### src/rtl/dm_store_buffer.sv
// Posted-write store buffer between the core data-memory port and a single-port data memory.
// Stores retire into a circular FIFO. The FIFO drains to memory on cycles without a core read.
// Loads are forwarded from the youngest matching buffered store.
// Ports:
//   clk, rst                     clock, synchronous active-high reset
//   dm_addr/dm_rd/dm_wr/dm_w_data core access request
//   dm_r_data                    combinational read data to the core
//   mem_addr/mem_rd/mem_wr/mem_w_data/mem_r_data/mem_wr_ready  memory side
//   stall_o                      core write not accepted this cycle
//   full_o/empty_o/count_o       occupancy decodes of registered state
module dm_store_buffer #(
    parameter int unsigned ADDR_WIDTH = 8,
    parameter int unsigned DATA_WIDTH = 16,
    parameter int unsigned DEPTH      = 4,
    parameter int unsigned CNT_WIDTH  = 3
) (
    input  logic                  clk,
    input  logic                  rst,
    input  logic [ADDR_WIDTH-1:0] dm_addr,
    input  logic                  dm_rd,
    input  logic                  dm_wr,
    input  logic [DATA_WIDTH-1:0] dm_w_data,
    output logic [DATA_WIDTH-1:0] dm_r_data,
    output logic [ADDR_WIDTH-1:0] mem_addr,
    output logic                  mem_rd,
    output logic                  mem_wr,
    output logic [DATA_WIDTH-1:0] mem_w_data,
    input  logic [DATA_WIDTH-1:0] mem_r_data,
    input  logic                  mem_wr_ready,
    output logic                  stall_o,
    output logic                  full_o,
    output logic                  empty_o,
    output logic [CNT_WIDTH-1:0]  count_o
);

    localparam int unsigned PTR_W = (DEPTH > 1) ? $clog2(DEPTH) : 1;

    logic [ADDR_WIDTH-1:0] addr_q [DEPTH];
    logic [DATA_WIDTH-1:0] data_q [DEPTH];
    logic [PTR_W-1:0]      head_q;
    logic [PTR_W-1:0]      tail_q;
    logic [CNT_WIDTH-1:0]  count_q;

    logic                  full;
    logic                  drain;
    logic                  wr_req;
    logic                  fwd_hit;
    logic [DATA_WIDTH-1:0] fwd_data;
    logic                  coal_hit;
    logic [PTR_W-1:0]      coal_idx;
    logic                  enq;

    assign full   = (count_q == CNT_WIDTH'(DEPTH));
    assign drain  = !rst && (count_q != '0) && !dm_rd && mem_wr_ready;
    assign wr_req = !rst && dm_wr && !dm_rd;

    // Age-ordered scan, oldest to youngest: the last match is the youngest.
    // The coalesce search skips the head when it leaves the buffer this cycle.
    always_comb begin
        logic [PTR_W-1:0] idx;
        fwd_hit  = 1'b0;
        fwd_data = '0;
        coal_hit = 1'b0;
        coal_idx = '0;
        for (int k = 0; k < int'(DEPTH); k++) begin
            idx = PTR_W'(head_q + PTR_W'(k));
            if (CNT_WIDTH'(k) < count_q && addr_q[idx] == dm_addr) begin
                fwd_hit  = 1'b1;
                fwd_data = data_q[idx];
                if (!(k == 0 && drain)) begin
                    coal_hit = 1'b1;
                    coal_idx = idx;
                end
            end
        end
    end

    assign enq = wr_req && !coal_hit && (!full || drain);

    // Memory-side muxing: reads take the port, otherwise the head drains.
    always_comb begin
        mem_rd     = !rst && dm_rd;
        mem_wr     = drain;
        mem_addr   = drain ? addr_q[head_q] : dm_addr;
        mem_w_data = data_q[head_q];
        dm_r_data  = (!rst && fwd_hit) ? fwd_data : mem_r_data;
        stall_o    = wr_req && full && !coal_hit && !drain;
    end

    assign full_o  = full;
    assign empty_o = (count_q == '0);
    assign count_o = count_q;

    // Pointer and occupancy state.
    always_ff @(posedge clk) begin
        if (rst) begin
            head_q  <= '0;
            tail_q  <= '0;
            count_q <= '0;
        end else begin
            if (enq) begin
                tail_q <= PTR_W'(tail_q + PTR_W'(1));
            end
            if (drain) begin
                head_q <= PTR_W'(head_q + PTR_W'(1));
            end
            if (enq && !drain) begin
                count_q <= CNT_WIDTH'(count_q + CNT_WIDTH'(1));
            end else if (!enq && drain) begin
                count_q <= CNT_WIDTH'(count_q - CNT_WIDTH'(1));
            end
        end
    end

    // Entry payload storage; validity comes from head/count, so no reset needed.
    always_ff @(posedge clk) begin
        if (enq) begin
            addr_q[tail_q] <= dm_addr;
            data_q[tail_q] <= dm_w_data;
        end else if (coal_hit && wr_req) begin
            data_q[coal_idx] <= dm_w_data;
        end
    end

endmodule

### config.mk
export PLATFORM = sky130hd
export DESIGN_NAME = dm_store_buffer
export DESIGN_NICKNAME = d
export VERILOG_FILES = /design/src/rtl/dm_store_buffer.sv
export SDC_FILE = /design/constraint.sdc
export NUM_CORES = 1
export LEC_CHECK = 0
export CAP_MARGIN = 20
export CORE_MARGIN = 4
export CORE_UTILIZATION = 30
export CTS_CLUSTER_DIAMETER = 40
export CTS_CLUSTER_SIZE = 25
export DETAILED_ROUTE_END_ITERATION = 6
export PLACE_DENSITY = 0.55
export SETUP_SLACK_MARGIN = 0.02
export SYNTH_ARGS = -nofsm -noshare
export SYNTH_HDL_FRONTEND = slang
export SYNTH_SLANG_ARGS = --single-unit
### constraint.sdc
create_clock -name clk -period 5.57 [get_ports clk]
set_input_delay 1.114 -clock clk [delete_from_list [all_inputs] [get_ports clk]]
set_output_delay 1.114 -clock clk [all_outputs]
set_load 0.02 [all_outputs]
Word-level counts from Yosys, hierarchy flattened
Memory sizes are Yosys's and may differ from the RTL's. A register that Yosys moved wholly into a read port is not among the register bits.
Cells that the tools add are included.

word-level totals
  register bits = 7
  RAM bits = 96
  bits of input ports = 45
  output and inout port bits = 48
  logic and storage cells = 84
  memories kept = 2

operators by class
  add/subtract/negate cells = 6
  order comparisons = 4
  equality and inequality tests = 5
  multiplexer cells = 34
  reductions and logical operators = 30

memory list
  name    depth  bits a word  rd ports  clocked after Yosys merged registers in  write ports  line  text
  data_q  4      16           4         1                                        1            39    logic [DATA_WIDTH-1:0] data_q [DEPTH];
  addr_q  4      8            4         1                                        1            38    logic [ADDR_WIDTH-1:0] addr_q [DEPTH];

operator list
  kind                 count
  $mux 16              6
  $eq 8x8->1           4
  $mux 2               10
  $logic_and 1x1->1    19
  $reduce_or 16->1     1
  $mux 1               15
  $mux 8               1
  $logic_not 1->1      6
  $lt 1x3->1 const A   2
  $lt 2x3->1 const A   2
  $mux 3               2
  $add 2x1->2 const B  2
  $add 2x2->2 const B  2
  $add 3x1->3 const B  1
  $eq 3x3->1 const B   1
  $logic_not 3->1      1
  $reduce_bool 3->1    1
  $sub 3x1->3 const B  1
  $reduce_bool 2->1    1
  $logic_or 1x1->1     1

Logic depth before layout (Yosys ltp)
  depth in word-level cells = 16
  gate-level depth with buffers = 15
  mapped depth without buffers = 13

Worst setup path after synthesis
No wires, ideal clock.

  kind = in2out
  from = input port dm_addr[4]
  to = output port dm_r_data[14]
  arrival time = 3320 ps
  setup slack = 1136 ps
  stages on the path = 9
  path buffers = 1
  path through = buf_1 a2bb2oi_1 a21oi_1 a2111oi_0 nand2_1 a41o_1 a2111oi_2 a21oi_1 o21ai_1

on the way
  longest elaborated chain between the ends = 8

RTL lines
  element               line  text
  start, declared       19    input logic [ADDR_WIDTH-1:0] dm_addr,
  $eq 8x8->1            67    if (CNT_WIDTH'(k) < count_q && addr_q[idx] == dm_addr) begin
  $logic_and 1x1->1     67
  $mux 1 (4 in series)  67
  $logic_and 1x1->1     86    dm_r_data = (!rst && fwd_hit) ? fwd_data : mem_r_data;
  $mux 16 *             86
  end, declared         23    output logic [DATA_WIDTH-1:0] dm_r_data,

Every way passes the cells marked *; elsewhere a longest branch is shown, timed or not.

Worst setup path in the final report
  from = input port dm_addr[2]
  to = output port dm_r_data[14]

Same word-level chain as after synthesis.

==> flow_summary.ini <==
[setup_path]
reg2reg_depth = 9
crit_top_cell = clkdlybuf4s50_1
path_cells = clkdlybuf4s50_1 -> inv_1 -> nor3_1 -> o21ai_0 -> a2111oi_1 -> buf_4 -> nand2_1 -> a41o_1 -> a2111oi_2 -> a21oi_1 -> o21ai_1 -> clkdlybuf4s50_1
critPathMaxFanout = 5
max_stage_delay_ns = 0.65
worst_setup_path_end_kind = output pin
r2r-start = head_q[0]
cpMaxStageDelayCell = clkdlybuf4s50_1
critPathLaunchType = primary input
path_class = primary input to output pin
r2r_slack_ns = 1.21
arrival_ns = 4.30
worstPathRequired_ns = 4.46
r2r_end = data_q[0][0]

[floorplan]
fp.dieW_um = 164
fp-row-count = 56
die_y_um = 164
initial_core_util_pct = 30.8
die_area_sq_mm = 0.0269
io_pins = 93
core_area_sq_mm = 0.0237

[place]
io_buffers = 92
hpwl_um = 13600
dp_cells = 966
place_congestion = 0.818

[sta]
period_minus_slack_ns = 5.41
finalClockSkew_ns = 0.00847
slew_viol_final = 0
max-slew-margin-rel_pct = 31.9
hold_viol = 0
worstMarginPinSlew_ns = 1.02
fmax_mhz = 185
setup_tns_ns = 0
setup_viol = 0
fin_hold_ws_ns = 0.583
rsz0062_at_grt = false
min_period_over_period_pct = 97.2

[clock_network]
numCtsBuffers = 9
cts_resized = 0
numClockSinks = 105
hold_buffers = 0
cts.clk_slew.worst_paths_ns = 0.07
cts-root-buf = clkbuf_16
clk_latency_ns = 0.36
post_cts_buffers = 0
cts_buffer_depth = 2
cts_tree = done
htree_levels = 3

[logic_synthesis]
synth_area_leaders = edfxtp_1 (39%), mux4_2 (25%), mux2i_1 (3.6%), nor2_1 (3.2%), xnor2_1 (2.6%)
synth.net_count = 632
ys_seq_area_share_pct = 41.9
yosysTopAreaCell = edfxtp_1
synth_most_common_cell = edfxtp_1
synth_seq_cells = 105
synthTopCellsByCount = edfxtp_1 (96), mux4_2 (81), nor2_1 (62)
syn_inst = 577
avgSynthCellArea_sq_um = 12.7
synth_cell_types = 58
synth_area_sq_mm = 0.00730
ys_warn_count = 0
ys.flop_type = edfxtp_1
synth_edf_count = 96
synth-async-reset-ratio_pct = 0
synthDominantCellAreaShare_pct = 39.5

[power_and_ir_drop]
power.density_mw_per_mm2 = 198
power.total_mw = 1.77
ir_drop_mv = 0.154
leakagePower_nw = 2.88

[routing]
vias_per_cell = 5.30
firstDrtPassIters = 4
drc_errors = 0
antenna_left = 0
vias = 5212
drt_iter0_drc = 384
drt-total-wl_um = 19400
wl_per_cell_um = 19.8

[global_routing]
antenna_found_initial = 1
grt_pass1_wl_um = 31000
grt_usage_pct = 14.9
grt_pass1_vias = 5468
grt-ovfl-total = 0
grt_max_degree = 52

[final_layout]
seqCellArea_sq_mm = 0.00307
nets = 714
diodes = 0
multi_input_area_sq_mm = 0.00398
final_core_util_pct = 37.8
final_cell_count_no_fill = 983
areaGrowthSynthToFinish_pct = 22.6
fill_cells = 2308
drive_above_1_share_pct = 22.9

[min_path]
min_path_type = flip-flop to flip-flop
hold_path.startpoint = tail_q[1]
hold_end = tail_q[1]
hold_depth = 2

[job]
max_cap_violations = 0

[outcome]
status = finished, final reports clean
worst max-delay path, delay by kind of cell:
kind | cells | cell delay (ns)
AOI/OAI and AO/OA | 6 | 1.47
buffers and inverters | 4 | 1.45
and+or+nand+nor | 2 | 0.26
cells in the final DEF (no fill, tap or decap), drive strengths merged, types with 10 or more instances in the layout:
cell	Yosys	layout
edfxtp	96	96
mux2i	26	26
mux4	81	81
o21ai	28	28
clkdlybuf4s50	0	91
xnor2	22	22
inv	10	15
a21oi	25	25
xor2	16	16
ha	10	10
buf	30	30
nor2	62	62
nand2	40	40
a22o	15	15
nand3	21	21
registers in the layout (all words and copies together) (netlist names), named ones only:
name     count
tail_q       2
addr_q      32
data_q      64
head_q       2
count_o      3
how the worst max path moves through the flow:
stage               endpoint  slack [ns]  startpoint
4_1_cts        dm_r_data[14]        0.04  dm_addr[4]
6_report       dm_r_data[14]        0.16  dm_addr[2]
3_5_place_dp   dm_r_data[14]        0.05  dm_addr[4]
2_1_floorplan  dm_r_data[14]        1.14  dm_addr[4]
3_3_place_gp   dm_r_data[14]        0.04  dm_addr[2]
5_1_grt        dm_r_data[14]        0.02  dm_addr[3]
logic make-up after synthesis:
| family | synth area share [%] |
|---|---|
| AO/OA/AOI/OAI | 8.12 |
| XOR/XNOR | 4.56 |
| adder cells (fa/ha/maj) | 1.71 |
| buffers and inverters | 3.86 |
| flip-flops | 41.9 |
| multiplexers | 29.6 |
| AND/OR/NAND/NOR | 10.2 |
power breakdown:
| group | internal [mW] | total [mW] | switching [mW] |
|---|---|---|---|
| Combinational | 0.138 | 0.269 | 0.130 |
| Sequential | 0.870 | 0.887 | 0.0172 |
| Clock | 0.313 | 0.618 | 0.305 |
final cells by class:
| type | count | share of cell area (%) |
|---|---|---|
| multi-input combinational | 410 | 44.4 |
| sequential | 105 | 34.3 |
| timing repair buffer | 122 | 13.2 |
| tap | 319 | 4.46 |
| clock buffer | 9 | 2.52 |
| clock inverter | 7 | 0.657 |
| inverter | 11 | 0.461 |
stage by stage:
stage / area, sq um / setup slack [ns]
after floorplan: 7300 / 1.14
after global placement: 8640 / 0.0391
after detailed placement: 8640 / 0.0457
after CTS: 8930 / 0.0418
after global routing: 8950 / 0.0222
final: 8950 / 0.158
metal layers:
| layer | wire length, um | GRT usage (%) |
|---|---|---|
| met1 | 8140 | 19.1 |
| met5 | 13 | 0 |
| met2 | 10100 | 25.9 |
| met3 | 677 | 2.01 |
| met4 | 446 | 5.38 |
Power figures use the tool's default switching activity.
